### config.mk
export PLATFORM = sky130hd
export DESIGN_NAME = mtl_pixel_timing
export DESIGN_NICKNAME = d
export VERILOG_FILES = /design/src/rtl/mtl_pkg.sv /design/src/rtl/mtl_counter.sv /design/src/rtl/mtl_pixel_timing.sv
export SDC_FILE = /design/constraint.sdc
export NUM_CORES = 1
export LEC_CHECK = 0
export CORE_MARGIN = 5
export CORE_UTILIZATION = 45
export CTS_CLUSTER_SIZE = 20
export DETAILED_ROUTE_END_ITERATION = 8
export GPL_TIMING_DRIVEN = 0
export HOLD_SLACK_MARGIN = 0.03
export PLACE_DENSITY = 0.74
export SYNTH_ARGS = -nofsm -noshare
export SYNTH_HDL_FRONTEND = slang
export SYNTH_SLANG_ARGS = --single-unit
export TNS_END_PERCENT = 50
### constraint.sdc
create_clock -name clk -period 3.6 [get_ports clk]
set_clock_uncertainty 0.1 [all_clocks]
set_input_delay 0.9 -clock clk [delete_from_list [all_inputs] [get_ports clk]]
set_output_delay 0.9 -clock clk [all_outputs]
set_load 0.1 [all_outputs]
### src/rtl/mtl_pkg.sv
// rtl/mtl_pkg.sv - shared MTL panel timing constants and sink state type
package mtl_pkg;

  typedef enum logic [1:0] {
    SEEK  = 2'd0,
    ALIGN = 2'd1,
    RUN   = 2'd2
  } mtl_state_e;

  // Default 800x480 MTL panel timing (H total 1056, V total 525)
  localparam int MTL_H_ACTIVE = 800;
  localparam int MTL_H_FRONT  = 210;
  localparam int MTL_H_SYNC   = 30;
  localparam int MTL_H_BACK   = 16;
  localparam int MTL_V_ACTIVE = 480;
  localparam int MTL_V_FRONT  = 22;
  localparam int MTL_V_SYNC   = 13;
  localparam int MTL_V_BACK   = 10;

endpackage

### src/rtl/mtl_counter.sv
// rtl/mtl_counter.sv - free-running h/v counters with active, sync and origin decode
module mtl_counter
  import mtl_pkg::*;
#(
  parameter int H_ACTIVE = MTL_H_ACTIVE,
  parameter int H_FRONT  = MTL_H_FRONT,
  parameter int H_SYNC   = MTL_H_SYNC,
  parameter int H_BACK   = MTL_H_BACK,
  parameter int V_ACTIVE = MTL_V_ACTIVE,
  parameter int V_FRONT  = MTL_V_FRONT,
  parameter int V_SYNC   = MTL_V_SYNC,
  parameter int V_BACK   = MTL_V_BACK
) (
  input  logic clk,
  input  logic reset_n,
  output logic active,
  output logic hs_n,
  output logic vs_n,
  output logic origin
);

  localparam int H_TOTAL = H_ACTIVE + H_FRONT + H_SYNC + H_BACK;
  localparam int V_TOTAL = V_ACTIVE + V_FRONT + V_SYNC + V_BACK;
  // One extra count of headroom so the sync end compare stays representable
  localparam int HW = $clog2(H_TOTAL + 1);
  localparam int VW = $clog2(V_TOTAL + 1);

  localparam logic [HW-1:0] H_LAST   = HW'(H_TOTAL - 1);
  localparam logic [HW-1:0] H_ACT    = HW'(H_ACTIVE);
  localparam logic [HW-1:0] H_SYNC_S = HW'(H_ACTIVE + H_FRONT);
  localparam logic [HW-1:0] H_SYNC_E = HW'(H_ACTIVE + H_FRONT + H_SYNC);
  localparam logic [VW-1:0] V_LAST   = VW'(V_TOTAL - 1);
  localparam logic [VW-1:0] V_ACT    = VW'(V_ACTIVE);
  localparam logic [VW-1:0] V_SYNC_S = VW'(V_ACTIVE + V_FRONT);
  localparam logic [VW-1:0] V_SYNC_E = VW'(V_ACTIVE + V_FRONT + V_SYNC);

  logic [HW-1:0] hcnt_q, hcnt_d;
  logic [VW-1:0] vcnt_q, vcnt_d;

  // Advance hcnt every clock; at end of line wrap it and step vcnt
  always_comb begin
    hcnt_d = hcnt_q + 1'b1;
    vcnt_d = vcnt_q;
    if (hcnt_q == H_LAST) begin
      hcnt_d = '0;
      vcnt_d = (vcnt_q == V_LAST) ? '0 : vcnt_q + 1'b1;
    end
  end

  // Counter registers restart at (0,0) on reset
  always_ff @(posedge clk or negedge reset_n) begin
    if (!reset_n) begin
      hcnt_q <= '0;
      vcnt_q <= '0;
    end else begin
      hcnt_q <= hcnt_d;
      vcnt_q <= vcnt_d;
    end
  end

  assign active = (hcnt_q < H_ACT) && (vcnt_q < V_ACT);
  assign hs_n   = !((hcnt_q >= H_SYNC_S) && (hcnt_q < H_SYNC_E));
  assign vs_n   = !((vcnt_q >= V_SYNC_S) && (vcnt_q < V_SYNC_E));
  assign origin = (hcnt_q == '0) && (vcnt_q == '0);

endmodule

### src/rtl/mtl_pixel_timing.sv
// rtl/mtl_pixel_timing.sv - MTL panel timing generator and resynchronising pixel-stream sink
module mtl_pixel_timing
  import mtl_pkg::*;
#(
  parameter int H_ACTIVE = MTL_H_ACTIVE,
  parameter int H_FRONT  = MTL_H_FRONT,
  parameter int H_SYNC   = MTL_H_SYNC,
  parameter int H_BACK   = MTL_H_BACK,
  parameter int V_ACTIVE = MTL_V_ACTIVE,
  parameter int V_FRONT  = MTL_V_FRONT,
  parameter int V_SYNC   = MTL_V_SYNC,
  parameter int V_BACK   = MTL_V_BACK
) (
  input  logic        clk,
  input  logic        reset_n,
  input  logic [23:0] in_data,
  input  logic        in_sop,
  input  logic        in_valid,
  output logic        in_ready,
  input  logic        clear_status,
  output logic [7:0]  mtl_r,
  output logic [7:0]  mtl_g,
  output logic [7:0]  mtl_b,
  output logic        mtl_hs,
  output logic        mtl_vs,
  output logic        mtl_de,
  output logic        frame_start,
  output logic        underflow,
  output logic        sop_error,
  output logic        locked
);

  logic active, hs_n, vs_n, origin;

  mtl_counter #(
    .H_ACTIVE(H_ACTIVE), .H_FRONT(H_FRONT), .H_SYNC(H_SYNC), .H_BACK(H_BACK),
    .V_ACTIVE(V_ACTIVE), .V_FRONT(V_FRONT), .V_SYNC(V_SYNC), .V_BACK(V_BACK)
  ) u_counter (
    .clk    (clk),
    .reset_n(reset_n),
    .active (active),
    .hs_n   (hs_n),
    .vs_n   (vs_n),
    .origin (origin)
  );

  mtl_state_e  state_q, state_d;
  logic [23:0] rgb_q, rgb_d;
  logic        hs_q, hs_d, vs_q, vs_d, de_q, de_d, fs_q, fs_d;
  logic        uf_q, uf_d, se_q, se_d;
  logic        ready_c, set_uf, set_se;

  // Sink FSM: handshake, pixel selection and error events for this counter position
  always_comb begin
    state_d = state_q;
    ready_c = 1'b0;
    rgb_d   = '0;
    set_uf  = 1'b0;
    set_se  = 1'b0;
    case (state_q)
      SEEK: begin
        // Drain non-SOP words; an SOP is left pending upstream
        ready_c = !(in_valid && in_sop);
        if (in_valid && in_sop) state_d = ALIGN;
      end
      ALIGN: begin
        if (origin) begin
          ready_c = 1'b1;
          if (in_valid && in_sop) begin
            rgb_d   = in_data;
            state_d = RUN;
          end else begin
            // Held SOP vanished: hunt for the next one
            state_d = SEEK;
          end
        end
      end
      RUN: begin
        if (active) begin
          if (!in_valid) begin
            ready_c = 1'b1;
            set_uf  = 1'b1;
            state_d = SEEK;
          end else if (in_sop && !origin) begin
            // Early SOP is kept pending for the next frame start
            set_se  = 1'b1;
            state_d = ALIGN;
          end else if (!in_sop && origin) begin
            ready_c = 1'b1;
            set_se  = 1'b1;
            state_d = SEEK;
          end else begin
            ready_c = 1'b1;
            rgb_d   = in_data;
          end
        end
      end
      default: state_d = SEEK;
    endcase
  end

  // Output stage and sticky flags; a set event outranks clear_status
  always_comb begin
    hs_d = hs_n;
    vs_d = vs_n;
    de_d = active;
    fs_d = origin;
    uf_d = set_uf || (uf_q && !clear_status);
    se_d = set_se || (se_q && !clear_status);
  end

  // State, video output register and status flag flops
  always_ff @(posedge clk or negedge reset_n) begin
    if (!reset_n) begin
      state_q <= SEEK;
      rgb_q   <= '0;
      hs_q    <= 1'b1;
      vs_q    <= 1'b1;
      de_q    <= 1'b0;
      fs_q    <= 1'b0;
      uf_q    <= 1'b0;
      se_q    <= 1'b0;
    end else begin
      state_q <= state_d;
      rgb_q   <= rgb_d;
      hs_q    <= hs_d;
      vs_q    <= vs_d;
      de_q    <= de_d;
      fs_q    <= fs_d;
      uf_q    <= uf_d;
      se_q    <= se_d;
    end
  end

  // Gate with reset so ready drops immediately, not at the next edge
  assign in_ready    = reset_n && ready_c;
  assign mtl_r       = rgb_q[23:16];
  assign mtl_g       = rgb_q[15:8];
  assign mtl_b       = rgb_q[7:0];
  assign mtl_hs      = hs_q;
  assign mtl_vs      = vs_q;
  assign mtl_de      = de_q;
  assign frame_start = fs_q;
  assign underflow   = uf_q;
  assign sop_error   = se_q;
  assign locked      = (state_q == RUN);

endmodule

; ---- After elaboration in Yosys (flattened, before gate mapping)
; Cells that the tools add are included.
[totals]
mem_bits_ro = 0
memories = 0
in_bits = 29
regBits = 53
latch_bits = 0
ramBits = 0
output_inout_bits = 32
[op_classes]
reduce_logical = 22
n_eq_ne = 8
magnitude_cmp = 6
addsub = 2
n_mux = 30
shift = 0
n_mul = 0
n_div = 0
bitwise = 0
[op_table]
columns = cell, count
row1 = two-way mux 24 bit, 6
row2 = case mux 24 bit (2 select lines), 1
row3 = two-way mux 2 bit, 7
row4 = two-way mux 1 bit, 12
row5 = adder 11 x 1 -> 11 bit (second input constant), 1
row6 = == test 11 bit (second input constant), 1
row7 = greater-or-equal comparator 11 x 10 -> 1 bit (second input constant), 1
row8 = zero test 11 bit, 1
row9 = < comparator 11 x 10 -> 1 bit (second input constant), 1
row10 = < comparator 11 bit (second input constant), 1
row11 = two-way mux 11 bit, 1
row12 = adder 10 x 1 -> 10 bit (second input constant), 1
row13 = == test 10 bit (second input constant), 1
row14 = greater-or-equal comparator 10 x 9 -> 1 bit (second input constant), 1
row15 = logical AND 1 bit, 10
row16 = zero test 10 bit, 1
row17 = < comparator 10 bit (second input constant), 1
row18 = < comparator 10 x 9 -> 1 bit (second input constant), 1
row19 = two-way mux 10 bit, 1
row20 = zero test 1 bit, 6
row21 = case mux 2 bit (3 select lines), 1
row22 = != test 2 bit (second input constant), 2
row23 = != test 4 x 2 -> 1 bit (second input constant), 1
row24 = AND reduction 4 bit, 1
row25 = other kinds (6), 7

; ---- Logic depth before layout (Yosys ltp)
; Gate-level depths: netlist of the first run.
[logic_depth]
word_depth = 9
ltp_mapped = 10
mapped_depth_nobuf = 10

; ---- Modules after synthesis
; A second synthesis of the first run with hierarchy kept.
[hier_totals]
cells_unflattened = 217
hier_area_um2 = 2438.6
[modules_own_cells]
columns = module, cells_each, instances, area_each_um2, seq_area_each_um2
row1 = mtl_pixel_timing, 92, 1, 1268.7, 803.3
row2 = mtl_counter, 125, 1, 1169.9, 525.5

; ---- Worst setup path after synthesis of the first run
; Ideal clock, no wire load.
[synth_path]
kind = reg-to-output
start = register u_counter.vcnt_q[5]
end = output in_ready
slack_ns = -1.463
n_path_buf = 0
stages_incl_launch_ff = 9
t_arrival_ns = 4.063
cell_sequence = dfrtp_1 or4_4 nor3b_2 and3_2 inv_2 ha_1 a21oi_1 a222oi_1 nor3b_1
[synth_via]
elab_chain_len = 9
word_cells_on_any_way = 12
cone_classes = order compare (1) / mux (5) / reduce/logical (6)
[synth_lines]
columns = element, line
row1 = start: declaration, mtl_counter.sv:38  ; logic [VW-1:0] vcnt_q, vcnt_d;
row2 = start signal: assignment, mtl_counter.sv:57  ; vcnt_q <= vcnt_d;
row3 = zero test 10 bit (*), mtl_counter.sv:64  ; assign origin = (hcnt_q == '0) && (vcnt_q == '0);
row4 = logical AND 1 bit (*), mtl_counter.sv:64
row5 = named net fs_d, mtl_pixel_timing.sv:49  ; logic hs_q, hs_d, vs_q, vs_d, de_q, de_d, fs_q, fs_d;
row6 = zero test 1 bit, mtl_pixel_timing.sv:84  ; end else if (in_sop && !origin) begin
row7 = logical AND 1 bit, mtl_pixel_timing.sv:84
row8 = two-way mux 1 bit, mtl_pixel_timing.sv:84
row9 = two-way mux 1 bit, mtl_pixel_timing.sv:80  ; if (!in_valid) begin
row10 = two-way mux 1 bit, mtl_pixel_timing.sv:79  ; if (active) begin
row11 = case mux 1 bit (3 select lines) (*), mtl_pixel_timing.sv:60  ; case (state_q)
row12 = logical AND 1 bit (*), mtl_pixel_timing.sv:136  ; assign in_ready = reset_n && ready_c;
row13 = end: declaration, mtl_pixel_timing.sv:19  ; output logic in_ready,
; The timed path passes the listed nets; every way through them passes the cells marked *.

; ---- Worst setup path in the final report of the first run
[layout_path]
start = register u_counter.vcnt_q[7]
end = output in_ready
; Same word-level chain as after synthesis.

==> results of run 1 <==
timing repair:
item	CTS	global route
pin swaps	6	5
endpoints found under the setup margin	1	1
endpoints found under the hold margin	0	0
buffers inserted	6	0
hold buffers	0	0
gates resized for setup	14	1
final cells by class:
class / instances / area [um^2]
buffer: 6 / 37.5
fill: 406 / 1780
sequential: 53 / 1330
clock inverter: 3 / 65.1
multi-input combinational: 136 / 1010
timing repair buffer: 67 / 671
tap: 70 / 87.6
clock buffer: 5 / 68.8
inverter: 15 / 58.8
worst register-to-register path, delay by kind of cell (launching register included):
kind	cells	cell delay, ns
simple gates	5	1.65
flops	1	0.39
buf+inv	3	0.32
compound gates	1	0.24
fa+ha+maj	1	0.16
path summary, 6_finish.rpt:
| kind | start | endpoint | slack [ns] | depth (start not counted) |
|---|---|---|---|---|
| max in group asynchronous | reset_n | state_q[0] | 2.50 | 2 |
| max reg2reg | u_counter.vcnt_q[7] | rgb_q[6] | 0.68 | 10 |
| min reg2reg | u_counter.hcnt_q[0] | u_counter.hcnt_q[0] | 0.40 | 1 |
| min in group clk | u_counter.hcnt_q[0] | u_counter.hcnt_q[0] | 0.40 | 1 |
| min | reset_n | u_counter.hcnt_q[4] | 0.38 | 1 |
| max | u_counter.vcnt_q[7] | in_ready | 0.02 | 9 |
layer usage:
metal,vias to the layer above,global-route usage [%],part of all wire (%)
met4,0,5.07,1.4
met5,-,0,0
met3,9,9.11,12
met1,816,18.5,40
met2,64,26.8,46
li1,856,-,-
through the flow:
stage | TNS, ns | instance area, um^2 | cells | power (mW)
final | 0 | 3330 | 355 | 1.23
after global routing | -0.0827 | 3330 | 355 | 1.28
after CTS | 0 | 3320 | 355 | 1.24
after detailed placement | -0.758 | 3110 | 341 | 0.763
after global placement | -5.07 | 3100 | 340 | 0.758
after floorplan | -0.0883 | 2410 | 210 | 0.701
cell families after synthesis:
logic type / after synthesis
adder cells (fa/ha/maj): 10
AO/OA/AOI/OAI: 21
XOR/XNOR: 15
flip-flops: 53
buffers and inverters: 21
multiplexers: 1
AND/OR/NAND/NOR: 89
flip-flops by register name, summed over array words and instances (netlist names):
name	cells
mtl_de	1
u_counter.vcnt_q	10
frame_start	1
underflow	1
sop_error	1
state_q	2
mtl_vs	1
rgb_q	24
u_counter.hcnt_q	11
mtl_hs	1
layout by cell type, fill, tap and decap left out, types with 2 or more instances in the layout:
master           netlist  routed
buf_6                  2       2
buf_12                 0       2
nor4_1                 3       3
nand2_1               12      12
nand4_1                8       8
and3_1                 2       2
nor3b_4                0       2
clkbuf_8               0       5
xnor2_1                8       8
buf_4                  0       6
clkdlybuf4s50_1        0      58
o32ai_1                3       3
a21oi_1                3       2
or4_4                  2       2
nor2_1                14      13
xor2_1                 7       7
dfrtp_1               51      50
a21oi_2                1       2
nor3_1                 3       3
nand3_1               10      10
and2_1                24      24
inv_1                 14      14
o21ai_0                4       4
ha_1                  10       9
bufinv_16              0       2
nor2b_1                2       2
dfstp_2                2       2
clkbuf_1               4       4
report_power, final:
group | total [mW] | leakage, nW | switching [mW] | internal, mW
Clock | 0.469 | 0.0681 | 0.193 | 0.276
Sequential | 0.608 | 0.710 | 0.00677 | 0.601
Combinational | 0.150 | 0.688 | 0.0725 | 0.0772
Total | 1.23 | 1.47 | 0.272 | 0.954
==> flow_summary_export.csv, run 1 <==
group,metric,value,unit
route,drt-wirelength-per-cell,14.0,um
timing,worst_pin_slew,1.02,ns
floorplanning,rows,26,
global_route,grt_max_degree,42,
synthesis,yosys_warnings,0,
setup_path,crit_family,"simple AND/OR/NAND/NOR gates",
synthesis,yosysMostFrequentCell,"dfrtp_1",
timing,slew_violations,0,
placement,place_congestion,0.828,
setup_path,critical_path_class,"reg -> out",
route,first_iter_violations,70,
global_route,grt-ovfl-total,0,
placement,port_buffers,60,
clocking,cts_made_buffers,5,
setup_path,cp.required,2.60,ns
setup_path,crit_path_end_kind,"primary output",
route,drt-total-wl,4960,um
synthesis,syn-cell-area,2380,um^2
pwr,leakagePower,1.47,nW
status,status,"completed",
synthesis,synth-adder-area-share,5.26,%
clocking,clk-insertion-delay-late,0.31,ns
timing,max_freq,279,MHz
synthesis,synthSimpleGateAreaFrac,21.8,%
route,ant_nets,0,
clocking,cts_buffer_depth,2,
worst_hold_path,hold_path_class,"in -> async",
timing,rsz0062_at_grt,"true",
pwr,powerDensity,369,nW/um^2
floorplanning,pin_count,61,
clocking,cts_tree,"yes",
route,vias,1745,
timing,fin_hold_ws,0.377,ns
clocking,clkSinkCount,53,
final_layout,post-route-util,65.1,%
synthesis,postSynthCellCount,210,
setup_path,cp_common_cell,"nor3b_4",
synthesis,synthFlopType,"dfrtp_1",
setup_path,cp_cell_sequence,"or4_4 > nor3b_4 > and3_4 > inv_4 > ha_4 > a21oi_2 > a222oi_1 > nor3b_4 > buf_12",
floorplanning,fp.coreArea,5110,um^2
synthesis,avgSynthCellArea,11.3,um^2
synthesis,synth_compound_area_share,7.15,%
synthesis,synth_nets,249,
timing,setup_slack,0.0197,ns
synthesis,synth_mux_area_share,0.473,%
global_route,grt_pass1_vias,1823,
floorplanning,initial_utilization,46.6,%
floorplanning,dieArea,6840,um^2
timing,fin_crit,3.58,ns
setup_path,crit_fanout,2,
route,drc,0,
synthesis,synth.area.top_cells,"dfrtp_1 (54%), and2_1 (6.3%), ha_1 (5.3%), xnor2_1 (2.9%), xor2_1 (2.6%)",
synthesis,async_flop_share,100,%
timing,finalSetupViolations,0,
clocking,htree_levels,2,
final_layout,diodes,0,
setup_path,critical_path_buf_inv_count,2,
synthesis,synth_top_family_by_area,"simple AND/OR/NAND/NOR gates",
synthesis,ys_ff_latch,53,
final_layout,area_delta_synth_final,39.7,%
setup_path,crit_arrival,2.58,ns
synthesis,synth_enable_flop_cells,0,
floorplanning,die_h,82.7,um
timing,finalCritPeriodShare,99.5,%
synthesis,yosysTopAreaCellShare,53.6,%
synthesis,yosysSeqAreaShare,55.8,%
pwr,ir_drop,223,uV
placement,hpwl,3640,um
global_route,grt_pass1_wl,8370,um
route,vias_per_cell,4.92,
synthesis,synthXorXnorAreaFrac,5.52,%
floorplanning,dieWidth,82.7,um
setup_path,critPathSlowestCell,"or4_4",
global_route,grt_antenna_before_repair,0,
global_route,globalRouteTotalUtil,16.5,%
synthesis,synth_cell_type_count,43,
clocking,root_buffer,"clkbuf_8",
final_layout,fin_nets,323,
timing,max_slew_margin,32.0,%
job,maxCapViolCount,0,
setup_path,max_stage_delay,0.56,ns
synthesis,yosysTopAreaCell,"dfrtp_1",
route,drt_first_pass_iters,4,
final_layout,drive_gt1_share,13.3,%
synthesis,synth_common_cells,"dfrtp_1 (51), and2_1 (24), inv_1 (14), nor2_1 (14), nand2_1 (12)",
placement,pre_cts_slack,-0.758,ns
setup_path,start_kind,"flop",
clocking,clkTransAtPathRegs,0.09,ns
timing,hold_viol,0,
No activity file was read; power rests on OpenSTA's default activity.
==> run 2, diff against run 1 <==
- clock period: 3.6 -> 4.4 ns (I/O delays scaled with it)
==> run 2 against run 1 <==
  * Die area is the same
  * Setup slack better by 0.21 ns
  * Total power decreased by 28%
  * Count of clock-buffer cells in the layout is 2 higher
  * Hold slack improved by 0.022 ns
  * Via count stayed put
  * Design area decreased by 4.6%
  * Non-clock buffer count shrank 6
  * Sequential share of layout area is 1.9 points higher
  * Final cell count fell by 2.0%
  * Critical path type unchanged
==> flow_summary_export.csv, run 2 (same netlist as run 1, synthesis figures left out) <==
group,metric,value,unit
status,status,"completed",
route,drt-wirelength-per-cell,14.3,um
route,vias,1745,
global_route,grt_antenna_before_repair,0,
global_route,grt-ovfl-total,0,
pwr,leakagePower,1.40,nW
job,maxCapViolCount,0,
floorplanning,die_h,82.7,um
clocking,post-cts-setup-buffers,0,
route,drt_first_pass_iters,4,
global_route,grt_max_degree,43,
floorplanning,fp.coreArea,5110,um^2
placement,hpwl,3780,um
final_layout,regMostFlops,"rgb_q",
final_layout,biggestRegsByFlops,"rgb_q (24), u_counter.hcnt_q (11), u_counter.vcnt_q (10)",
clocking,cts_made_buffers,5,
timing,worst_pin_slew,1.01,ns
final_layout,fin_nets,317,
worst_hold_path,hold_path_class,"reg -> reg",
floorplanning,initial_utilization,46.6,%
global_route,grt_pass1_vias,1770,
final_layout,num-fill-cells,442,
setup_path,start_kind,"flop",
clocking,cts_tree,"yes",
clocking,root_buffer,"clkbuf_8",
placement,port_buffers,60,
timing,slew_violations,0,
setup_path,crit_path_end_kind,"primary output",
final_layout,area_delta_synth_final,33.3,%
timing,max_slew_margin,32.3,%
clocking,clk-insertion-delay-late,0.30,ns
timing,finalCritPeriodShare,94.7,%
final_layout,layout_common_cells,"clkdlybuf4s50_1 (58), dfrtp_1 (51), and2_1 (24), inv_1 (14), nor2_1 (14)",
route,first_iter_violations,79,
route,vias_per_cell,5.01,
route,drt-total-wl,4970,um
global_route,globalRouteTotalUtil,16.6,%
final_layout,post-route-util,62.1,%
clocking,clkSinkCount,53,
clocking,cts_buffer_depth,2,
setup_path,critical_path_class,"reg -> out",
timing,finalSetupViolations,0,
clocking,htree_levels,2,
final_layout,diodes,0,
pwr,ir_drop,175,uV
route,drc,0,
final_layout,largest_reg_flops,24,
setup_path,cp.required,3.20,ns
timing,finalSetupTns,0,ns
floorplanning,dieWidth,82.7,um
timing,max_freq,240,MHz
timing,rsz0062_at_grt,"false",
pwr,powerDensity,279,nW/um^2
clocking,clkTransAtPathRegs,0.09,ns
floorplanning,rows,26,
route,ant_nets,0,
floorplanning,pin_count,61,
timing,fin_crit,4.17,ns
floorplanning,dieArea,6840,um^2
final_layout,drive_gt1_share,8.99,%
setup_path,crit_arrival,2.97,ns
timing,hold_viol,0,
placement,place_congestion,0.844,
global_route,grt_pass1_wl,8470,um
setup_path,crit_fanout,6,
final_layout,final_common_cell,"clkdlybuf4s50_1",
run 2: changes by cell type in the layout (fill, tap and decap cells not counted), moves of 2 or more:
cell | before | now
buf_4 | 6 | 0
nor3b_2 | 0 | 2
nor3b_4 | 2 | 0
bufinv_16 | 2 | 0
run 2: final timing paths:
path | from | endpoint | slack (ns) | cells after the start
setup reg to reg | u_counter.hcnt_q[5] | rgb_q[0] | 1.29 | 9
max in group asynchronous | reset_n | u_counter.vcnt_q[8] | 3.11 | 2
min in group asynchronous | reset_n | u_counter.hcnt_q[2] | 0.58 | 1
hold reg to reg | u_counter.hcnt_q[0] | u_counter.hcnt_q[0] | 0.40 | 1
hold / removal | u_counter.hcnt_q[0] | u_counter.hcnt_q[0] | 0.40 | 1
setup / recovery | u_counter.hcnt_q[5] | in_ready | 0.23 | 9
run 2: critical path: stages (launching register included):
cell	delay, ns
dfrtp_1	0.45
or3_1	0.48
nor2_1	0.35
and3_2	0.31
inv_2	0.06
ha_1	0.21
a21oi_1	0.17
a222oi_1	0.12
nor3b_2	0.17
clkbuf_4	0.35
run 2: through the flow:
stage	setup slack, ns	total power, mW	hold WS, ns	instances	instance area, um^2
3_3_place_gp	-1.68	0.616	0.377	340	3070
4_1_cts	0.0187	0.895	0.414	348	3180
2_1_floorplan	0.119	0.569	0.355	210	2380
6_report	0.233	0.884	0.399	348	3170
3_5_place_dp	-0.239	0.622	0.402	341	3090
5_1_grt	0.0783	0.924	0.422	348	3170
run 2: what timing repair did:
item / in CTS / in global routing
gates resized for setup: 3 / 3
endpoints found under the setup margin: 1 / 1
hold buffers: 0 / 0
gates cloned: 0 / 0
run 2: final cells by class:
type,instances,area [um^2],share of cell area (%)
buffer,6,37.5,1.18
sequential,53,1330,41.9
tap,70,87.6,2.76
inverter,15,56.3,1.78
multi-input combinational,136,962,30.3
timing repair buffer,61,613,19.3
clock buffer,7,86.3,2.72
run 2: per-layer routing:
layer  up-vias  GRT usage [%]  part of all wire [%]
met3         6           9.00                    12
met5         -              0                     0
met2        55           27.2                    48
li1        846              -                     -
met1       838           18.5                    39
met4         0           4.90                   1.2
run 2: report_power, final:
| part | switching [mW] | total, mW | internal [mW] |
|---|---|---|---|
| clock | 0.147 | 0.273 | 0.125 |
| sequential | 0.00593 | 0.498 | 0.492 |
| combinational | 0.0582 | 0.113 | 0.0553 |
| total | 0.212 | 0.884 | 0.672 |
==> run 3, diff against run 2 <==
- GPL_ROUTABILITY_DRIVEN: unset -> 0
==> results of run 3 <==
The final DEF is identical to that of run 2; final timing and power are the same.
